$ cat src/rtl/inst_fetch.sv
// -----------------------------------------------------------------------------
// inst_fetch
//   Instruction fetch/issue unit feeding the control-unit decoder. It holds the
//   fetch PC, issues one outstanding read at a time to program memory (which
//   may answer after any number of cycles) and presents each returned word as
//   opcode + operand under a valid/ready handshake. It also supports PC
//   redirects and stops on HLT (opcode 6'b111111).
//
//   Optional build macro: FETCH_NOP_SKIP_EN
//     When defined, a response whose opcode is NOP (6'b000000) is never
//     presented. The unit advances fetch_pc and refetches directly.
//
// Ports
//   clk, rst          : clock (rising edge) and asynchronous active-high reset
//   run               : level input; starts fetching from IDLE
//   imem_addr/req     : read address and one-cycle request pulse
//   imem_rdata/rvalid : read response data and strobe
//   opcode/operand/pc : presented instruction fields and their address
//   inst_valid/ready  : decoder handshake
//   redirect/_pc      : one-cycle PC redirect request and its target
//   halted            : high while in HALT
// -----------------------------------------------------------------------------
module inst_fetch #(
    parameter int PC_W   = 8,
    parameter int INST_W = 16
) (
    input  logic              clk,
    input  logic              rst,
    input  logic              run,
    output logic [PC_W-1:0]   imem_addr,
    output logic              imem_req,
    input  logic [INST_W-1:0] imem_rdata,
    input  logic              imem_rvalid,
    output logic [5:0]        opcode,
    output logic [INST_W-7:0] operand,
    output logic [PC_W-1:0]   pc,
    output logic              inst_valid,
    input  logic              inst_ready,
    input  logic              redirect,
    input  logic [PC_W-1:0]   redirect_pc,
    output logic              halted
);

    localparam logic [5:0] OP_HLT = 6'b111111;
    localparam logic [5:0] OP_NOP = 6'b000000;

`ifdef FETCH_NOP_SKIP_EN
    localparam bit NOP_SKIP = 1'b1;
`else
    localparam bit NOP_SKIP = 1'b0;
`endif

    typedef enum logic [2:0] {IDLE, FETCH, WAIT, HOLD, DRAIN, HALT} state_t;

    state_t            state_q, state_d;
    logic [PC_W-1:0]   fetch_pc_q, fetch_pc_d;
    logic [PC_W-1:0]   imem_addr_q, imem_addr_d;
    logic              imem_req_q, imem_req_d;
    logic [5:0]        opcode_q, opcode_d;
    logic [INST_W-7:0] operand_q, operand_d;
    logic [PC_W-1:0]   pc_q, pc_d;
    logic              inst_valid_q, inst_valid_d;
    logic              halted_q, halted_d;

    logic [5:0] rdata_op;
    logic       transfer;

    assign rdata_op = imem_rdata[INST_W-1 -: 6];
    // inst_valid_q is only ever set in HOLD, so this is a HOLD-state transfer.
    assign transfer = inst_valid_q & inst_ready;

    always_comb begin
        state_d      = state_q;
        fetch_pc_d   = fetch_pc_q;
        imem_addr_d  = imem_addr_q;
        opcode_d     = opcode_q;
        operand_d    = operand_q;
        pc_d         = pc_q;
        inst_valid_d = inst_valid_q;
        halted_d     = halted_q;

        case (state_q)
            IDLE:  if (run) state_d = FETCH;
            FETCH: state_d = WAIT;
            WAIT: begin
                if (imem_rvalid) begin
                    if (NOP_SKIP && rdata_op == OP_NOP) begin
                        fetch_pc_d = fetch_pc_q + 1'b1;
                        state_d    = FETCH;
                    end else begin
                        opcode_d     = rdata_op;
                        operand_d    = imem_rdata[INST_W-7:0];
                        pc_d         = fetch_pc_q;
                        inst_valid_d = 1'b1;
                        state_d      = HOLD;
                    end
                end
            end
            HOLD: begin
                if (transfer) begin
                    inst_valid_d = 1'b0;
                    if (opcode_q == OP_HLT) begin
                        halted_d = 1'b1;
                        state_d  = HALT;
                    end else begin
                        fetch_pc_d = fetch_pc_q + 1'b1;
                        state_d    = FETCH;
                    end
                end
            end
            DRAIN: if (imem_rvalid) state_d = FETCH;
            HALT:  state_d = HALT;
            default: state_d = IDLE;
        endcase

        // Redirect overrides everything decided above. A request that is
        // already in flight must have its response swallowed in DRAIN.
        if (redirect && state_q != IDLE) begin
            fetch_pc_d   = redirect_pc;
            inst_valid_d = 1'b0;
            halted_d     = 1'b0;
            opcode_d     = opcode_q;
            operand_d    = operand_q;
            pc_d         = pc_q;
            case (state_q)
                FETCH:        state_d = DRAIN;
                WAIT, DRAIN:  state_d = imem_rvalid ? FETCH : DRAIN;
                default:      state_d = FETCH;
            endcase
        end

        // Request is registered so it is high exactly during the FETCH cycle.
        imem_req_d = (state_d == FETCH);
        if (imem_req_d) imem_addr_d = fetch_pc_d;
    end

    always_ff @(posedge clk or posedge rst) begin
        if (rst) begin
            state_q      <= IDLE;
            fetch_pc_q   <= '0;
            imem_addr_q  <= '0;
            imem_req_q   <= 1'b0;
            opcode_q     <= '0;
            operand_q    <= '0;
            pc_q         <= '0;
            inst_valid_q <= 1'b0;
            halted_q     <= 1'b0;
        end else begin
            state_q      <= state_d;
            fetch_pc_q   <= fetch_pc_d;
            imem_addr_q  <= imem_addr_d;
            imem_req_q   <= imem_req_d;
            opcode_q     <= opcode_d;
            operand_q    <= operand_d;
            pc_q         <= pc_d;
            inst_valid_q <= inst_valid_d;
            halted_q     <= halted_d;
        end
    end

    assign imem_addr  = imem_addr_q;
    assign imem_req   = imem_req_q;
    assign opcode     = opcode_q;
    assign operand    = operand_q;
    assign pc         = pc_q;
    assign inst_valid = inst_valid_q;
    assign halted     = halted_q;

endmodule

$ cat config.mk
export PLATFORM = sky130hd
export DESIGN_NAME = inst_fetch
export DESIGN_NICKNAME = d
export VERILOG_FILES = /design/src/rtl/inst_fetch.sv
export SDC_FILE = /design/constraint.sdc
export NUM_CORES = 1
export LEC_CHECK = 0
export CORE_MARGIN = 2
export CORE_UTILIZATION = 48
export CTS_BUF_LIST = sky130_fd_sc_hd__clkbuf_2 sky130_fd_sc_hd__clkbuf_4 sky130_fd_sc_hd__clkbuf_8
export DETAILED_ROUTE_END_ITERATION = 8
export GPL_TIMING_DRIVEN = 0
export PLACE_DENSITY = 0.82
export SYNTH_ARGS = -nofsm -noshare
export SYNTH_HDL_FRONTEND = slang
export SYNTH_SLANG_ARGS = --single-unit
export TNS_END_PERCENT = 100
$ cat constraint.sdc
create_clock -name clk -period 2.8 [get_ports clk]
set_clock_uncertainty 0.15 [all_clocks]
set_input_delay 0.56 -clock clk [delete_from_list [all_inputs] [get_ports clk]]
set_output_delay 0.56 -clock clk [all_outputs]
set_load 0.05 [all_outputs]
==> metrics.md, run 1 <==
| Metric | Value |
|---|---|
| Run status | finished, final reports clean |
| Setup crit start kind | primary input |
| # nets final | between 200 and 300 |
| Post-synth cell types | 43 |
| Post-Synthesis Cell Area | a little over 2000 um2 |
| Placed insts | ~280 |
| Chip height | 69.5 um |
| Antenna viol nets, final | 0 |
| Finish-stage setup viols | 0 |
| Most frequent cells in the layout | clkdlybuf4s50_1 (64), dfrtp_1 (46), mux2_2 (30) |
| Ys Warns | 0 |
| Leakage power | 1.25 nW |
| Minimum clock period | 2590 ps |
| Synth Area per Inst | 12.7 um2 |
| Number of synthesized flops with an enable pin | 0 |
| Synth Flop Type | dfrtp_1 |
| Critical path's largest stage delay | 520 ps |
| Yosys reg bits | 46 |
| Critical-path cell list | clkdlybuf4s50_1, or2_1, nor3_2, buf_2, mux2_2 |
| Setup Crit Path Kind | primary input to flop |
| Post-CTS resize count | 0 |
| Hpwl dp | 3270 um |
| Post-route cell area | 2910 um2 |
| Die Span X | slightly below 70 um |
| Clock sink total | 46 |
| Layout cells sized above 1 | 22.5% |
| Layout Cells excl Fill | between 200 and 300 |
| Worst-Margin Slew | between 700 and 800 ps |
| ANT cells | 0 |
| Synthesized instance count | 163 |
| Depth of the CTS H-tree | 2 |
| Sum Neg Setup Slack | 0 ps |
| Die Area | 4840 um2 |
| Seq. cell area | 1150 um2 |
| Uppermost layer routed | met4 |
| Drt wl/cell | 15.1 um |
| Initial DRT Pass Iterations | 4 |
| Final critical-path share of the clock period | 92.5% |
| Total CTS buffers | 5 |
| Core area | 4060 um2 |
| Most common cell after layout, fill and taps aside | clkdlybuf4s50_1 |
| Gr usage total | around a fifth |
| First-pass GRT wire length | 7170 um |
| Worst skew pair latency | 300 ps |
| Setup slack after layout | 210 ps |
| CTS max path bufs | 2 |
| Hold buffers post-CTS | 0 |
| Via count | ~1.5k |
| Pwr Density | 1310 nW/um2 |
| Fillers | 294 |
| Max IR drop VDD | 0.000801 V |
| PortBufs | 64 |
| Met1 wire length | 1980 um |
| Placed cell areas | 2790 um2 |
| Fraction of registers with async set/reset | between 90% and 100% |
| Final total power | 3.80 mW |
| Initial antenna violation count | 0 |
| Vias/cell | between 5 and 6 |
| Max FO, Critical Path | 10 |
| Drt initial violations | between 100 and 150 |
| Crit path max-delay cell type | clkdlybuf4s50_1 |
| Seq/Total Area, Yosys | 55.8% |
| F_max | 386 MHz |
| Row count | 23 |
| Critical path capture point type | flop |
| Max-slew headroom | slightly above 50% |
| I/O pin total | 65 |
| WL final | 4330 um |
| CTS tree | done |
| Hold Slack | between 300 and 400 ps |
| Clock transition at path regs | 70 ps |
| Layout area overhead | 41.0% |
| Max-slew violations | 0 |
| Arrival @ worst endpoint | 2620 ps |
| Post-Syn Nets | between 150 and 200 |
| Multi-input gate area | 851 um2 |
| CTS Root Cell | clkbuf_8 |
| CP Buf/Inv Count | 2 |
| Dpl ws | -125 ps |
| Fin. Hold Viols | 0 |
| Initial Util | 50.8% |
| CP delay by family, top | buffers and inverters |
| Worst hold path class | flop to flop |
| Met3 wire length | approximately 260 um |
| Fin util | a little under three quarters |
| # DRC | 0 |
| RSZ-0062 raised after global routing | false |
| Vias in the first global route | 1496 |
| GR Overflow Total | 0 |
| Buffer count from post-CTS setup fixing | 0 |
| RD Place Congestion | 0.800 |
| Max_cap viols | 0 |
| Critical Path RT | 2830 ps |
| Largest net degree at the start of global routing | 25 |
| WL met2 | 2040 um |
-- final timing paths --
path,startpoint,endpoint,slack (ps),cells past startpoint
setup / recovery,redirect,pc[0],210,5
hold / removal,imem_addr[0],imem_addr[0],350,1
setup reg to reg,state_q[2],pc[0],460,5
hold reg to reg,imem_addr[0],imem_addr[0],350,1
max in group asynchronous,rst,halted,1560,3
min in group asynchronous,rst,imem_addr[1],450,2
-- state kept, by name, summed over array words and instances, names as in the netlist --
name        count
fetch_pc_q      8
halted          1
imem_addr       8
imem_req        1
inst_valid      1
opcode          6
operand        10
pc              8
state_q         3
-- per-layer routing --
metal / vias up / GRT usage [%]
met2: 49 / 29.3
met4: 0 / 4.79
met1: 725 / 26.1
met3: 6 / 6.40
li1: 735 / -
met5: - / 0
-- synth_stat cells (2+ instances only) --
cell type	n	share of area (%)
dfrtp_1	46	56
mux2_2	30	16
nand2_1	10	1.8
nor2_1	10	1.8
nand3_1	6	1.5
a21oi_1	5	1.2
nand4_1	5	1.5
inv_1	4	0.73
buf_2	3	0.73
nor3_1	3	0.73
o211ai_1	3	1.1
o21ai_0	3	0.73
buf_4	2	0.73
mux2_1	2	1.1
nor2b_1	2	0.61
xor2_1	2	0.85
-- cells by family (layout without fill, tap and decap cells) --
group                      count (synthesis)  count (layout)  synth area share (%)
DFF                                       46              46                  55.8
and+or+nand+nor                           46              46                  12.3
muxes                                     32              32                  17.5
AOI/OAI and AO/OA                         24              24                  9.59
buffers and inverters                     11              84                  2.91
xor gates and xnor gates                   3               3                  1.27
adders and majority gates                  1               1                 0.607
-- report_power, final --
part,switching [mW],internal [mW],leakage (nW)
sequential,0.212,0.971,0.562
combinational,1.31,0.807,0.633
clock,0.213,0.286,0.0593
-- layout make-up --
class,instances,share of cell area (%)
inverter,4,0.517
clock buffer,7,2.88
tap,50,2.15
clock inverter,1,1.03
buffer,7,1.55
multi-input combinational,106,29.3
timing repair buffer,65,23.0
sequential,46,39.6
No activity file was read; power rests on OpenSTA's default activity.
==> run 2: changes to the inputs <==
- CORE_UTILIZATION: 48 -> 46
- CTS_BUF_LIST: sky130_fd_sc_hd__clkbuf_2 sky130_fd_sc_hd__clkbuf_4 sky130_fd_sc_hd__clkbuf_8 -> not set
- PLACE_DENSITY: 0.82 -> 0.79
==> run 2 against run 1 <==
Against the previous run:
- critical path depth unchanged
- routed wire length increased by 2.4%
- final cell count rose by 0.70%
- maximum frequency increased by 2.7%
- highest routed layer unchanged
- sequential cell count stayed put
- first-iteration DRC count is 20% lower
- clock power decreased by 17%
- die area rose by 4.1%
- hold slack worse by 2.4 ps
- register-to-register slack improved by 90 ps
- sequential share of layout area up 0.38 points
- count of clock-buffer cells in the layout unchanged
==> metrics.md, run 2 (synthesis gave the netlist of run 1 again) <==
| Metric | Value |
|---|---|
| Chip height | 71.0 um (was 69.5 um) |
| GR Overflow Total | 0 (unchanged) |
| Antenna viol nets, final | 0 (unchanged) |
| Vias/cell | 5.31 (was 5.30) |
| WL final | 4430 um (was 4330 um) |
| Critical-path cell list | clkdlybuf4s50_1, or2_1, nor3_2, buf_2, mux2_2 (unchanged) |
| Fin. Hold Viols | 0 (unchanged) |
| Setup crit start kind | primary input (unchanged) |
| Critical path capture point type | flop (unchanged) |
| Final total power | 3.71 mW (was 3.80 mW) |
| Max-slew headroom | 48.0% (was 50.9%) |
| Worst-Margin Slew | 776 ps (was 732 ps) |
| F_max | 396 MHz (was 386 MHz) |
| Vias in the first global route | 1558 (was 1496) |
| Leakage power | 1.24 nW (was 1.25 nW) |
| Post-CTS resize count | 0 (unchanged) |
| Die Area | 5030 um2 (was 4840 um2) |
| Minimum clock period | 2520 ps (was 2590 ps) |
| ANT cells | 0 (unchanged) |
| Critical path's largest stage delay | 520 ps (about the same) |
| Core area | 4320 um2 (was 4060 um2) |
| RD Place Congestion | 0.818 (was 0.800) |
| Hpwl dp | 3320 um (was 3270 um) |
| Worst skew pair latency | 290 ps (was 300 ps) |
| Layout cells sized above 1 | 22.0% (was 22.5%) |
| CTS Root Cell | clkbuf_8 (unchanged) |
| Most frequent cells in the layout | clkdlybuf4s50_1 (64), dfrtp_1 (46), mux2_2 (30) (unchanged) |
| Largest net degree at the start of global routing | 31 (was 25) |
| Initial antenna violation count | 0 (unchanged) |
| Die Span X | 71.0 um (was 69.5 um) |
| Hold Slack | 352 ps (was 354 ps) |
| Clock transition at path regs | 80 ps (was 70 ps) |
| Crit path max-delay cell type | clkdlybuf4s50_1 (unchanged) |
| RSZ-0062 raised after global routing | false (unchanged) |
| Setup Crit Path Kind | primary input to flop (unchanged) |
| Gr usage total | 18.7% (was 19.0%) |
| Max_cap viols | 0 (unchanged) |
| Layout area overhead | 39.6% (was 41.0%) |
| I/O pin total | 65 (unchanged) |
| Max FO, Critical Path | 10 (unchanged) |
| Initial DRT Pass Iterations | 4 (unchanged) |
| CP Buf/Inv Count | 2 (unchanged) |
| Worst hold path class | flop to flop (unchanged) |
| Most common cell after layout, fill and taps aside | clkdlybuf4s50_1 (unchanged) |
| Reg2reg setup slack | 550 ps (was 460 ps) |
| # nets final | 266 (unchanged) |
| Fillers | 339 (was 294) |
| Hold buffers post-CTS | 0 (unchanged) |
| Drt wl/cell | 15.4 um (was 15.1 um) |
| Final critical-path share of the clock period | 90.1% (was 92.5%) |
| Total CTS buffers | 5 (unchanged) |
| Buffer count from post-CTS setup fixing | 0 (unchanged) |
| Pwr Density | 1290 nW/um2 (was 1310 nW/um2) |
| Row count | 24 (was 23) |
| Critical Path RT | 2830 ps (about the same) |
| Hold Path Stages | 1 (unchanged) |
| Worst path depth | 5 (unchanged) |
| Reg2Reg Depth | 5 (unchanged) |
| Arrival @ worst endpoint | 2550 ps (was 2620 ps) |
| Via count | 1528 (was 1515) |
| Max reg flops | 10 (unchanged) |
| # DRC | 0 (unchanged) |
| Initial Util | 47.7% (was 50.8%) |
| CTS max path bufs | 2 (unchanged) |
| Clock sink total | 46 (unchanged) |
| CP delay by family, top | buffers and inverters (unchanged) |
| Max-slew violations | 0 (unchanged) |
| Max IR drop VDD | 0.000764 V (was 0.000801 V) |
| Finish-stage setup viols | 0 (unchanged) |
| Depth of the CTS H-tree | 2 (unchanged) |
| Drt initial violations | 82 (was 103) |
| First-pass GRT wire length | 7400 um (was 7170 um) |
| PortBufs | 64 (unchanged) |
| CTS tree | done (unchanged) |
| Run status | finished, final reports clean (unchanged) |
-- run 2: cell count changes in the layout (fill, tap and decap cells not counted) --
cell,previous run,this run
clkbuf_4,2,0
buf_12,0,1
buf_16,1,0
bufinv_16,1,0
clkbuf_1,1,2
clkbuf_8,5,6
clkinv_2,0,1
-- run 2: final timing paths --
path	startpoint	to
worst min register to register	imem_addr[0]	imem_addr[0]
worst max-delay path	redirect	pc[2]
min in group asynchronous	rst	operand[8]
worst min-delay path	imem_addr[0]	imem_addr[0]
worst max register to register	state_q[2]	pc[2]
max in group asynchronous	rst	fetch_pc_q[5]
-- run 2: area by class of cell --
class	count	area, um2	share of cell area, %
repair buffers	65	661	22.9
clock buffers	7	86.3	3.00
multi-input cells	106	851	29.6
flip-flops and latches	46	1150	40.0
clock inverters	1	5.00	0.174
plain buffers	7	45.0	1.56
well taps	52	65.1	2.26
inverters	4	15.0	0.522
-- run 2: layer usage --
metal | part of all wire (%) | GRT usage [%] | vias up
met5 | 0 | 0 | -
met4 | 1.5 | 5.66 | 0
li1 | - | - | 730
met2 | 49 | 29.6 | 42
met3 | 4.7 | 4.27 | 7
met1 | 45 | 26.1 | 749
-- run 2: power breakdown --
part           leakage, nW  switching (mW)  internal (mW)  total (mW)
combinational        0.630            1.32          0.806        2.13
sequential           0.562           0.202          0.971        1.17
clock               0.0482           0.213          0.199       0.412
total                 1.24            1.74           1.98        3.71
-- run 2: through the flow --
stage | cells | area [um2] | setup slack, ps | util [%] | setup TNS, ps
2_1_floorplan | 163 | 2060 | 552 | - | 0
3_3_place_gp | 279 | 2770 | -37.8 | 64.0 | -434
3_5_place_dp | 280 | 2790 | -60.4 | 64.5 | -722
4_1_cts | 288 | 2880 | 239 | 66.6 | 0
5_1_grt | 288 | 2880 | 92.8 | 66.6 | 0
6_report | 288 | 2880 | 277 | 66.6 | 0
-- run 2: worst register-to-register path, delay by kind of cell (launching register included) --
family | cells | cell delay [ps]
buffers and inverters | 2 | 530
DFF | 1 | 360
muxes | 1 | 370
and+or+nand+nor | 2 | 740
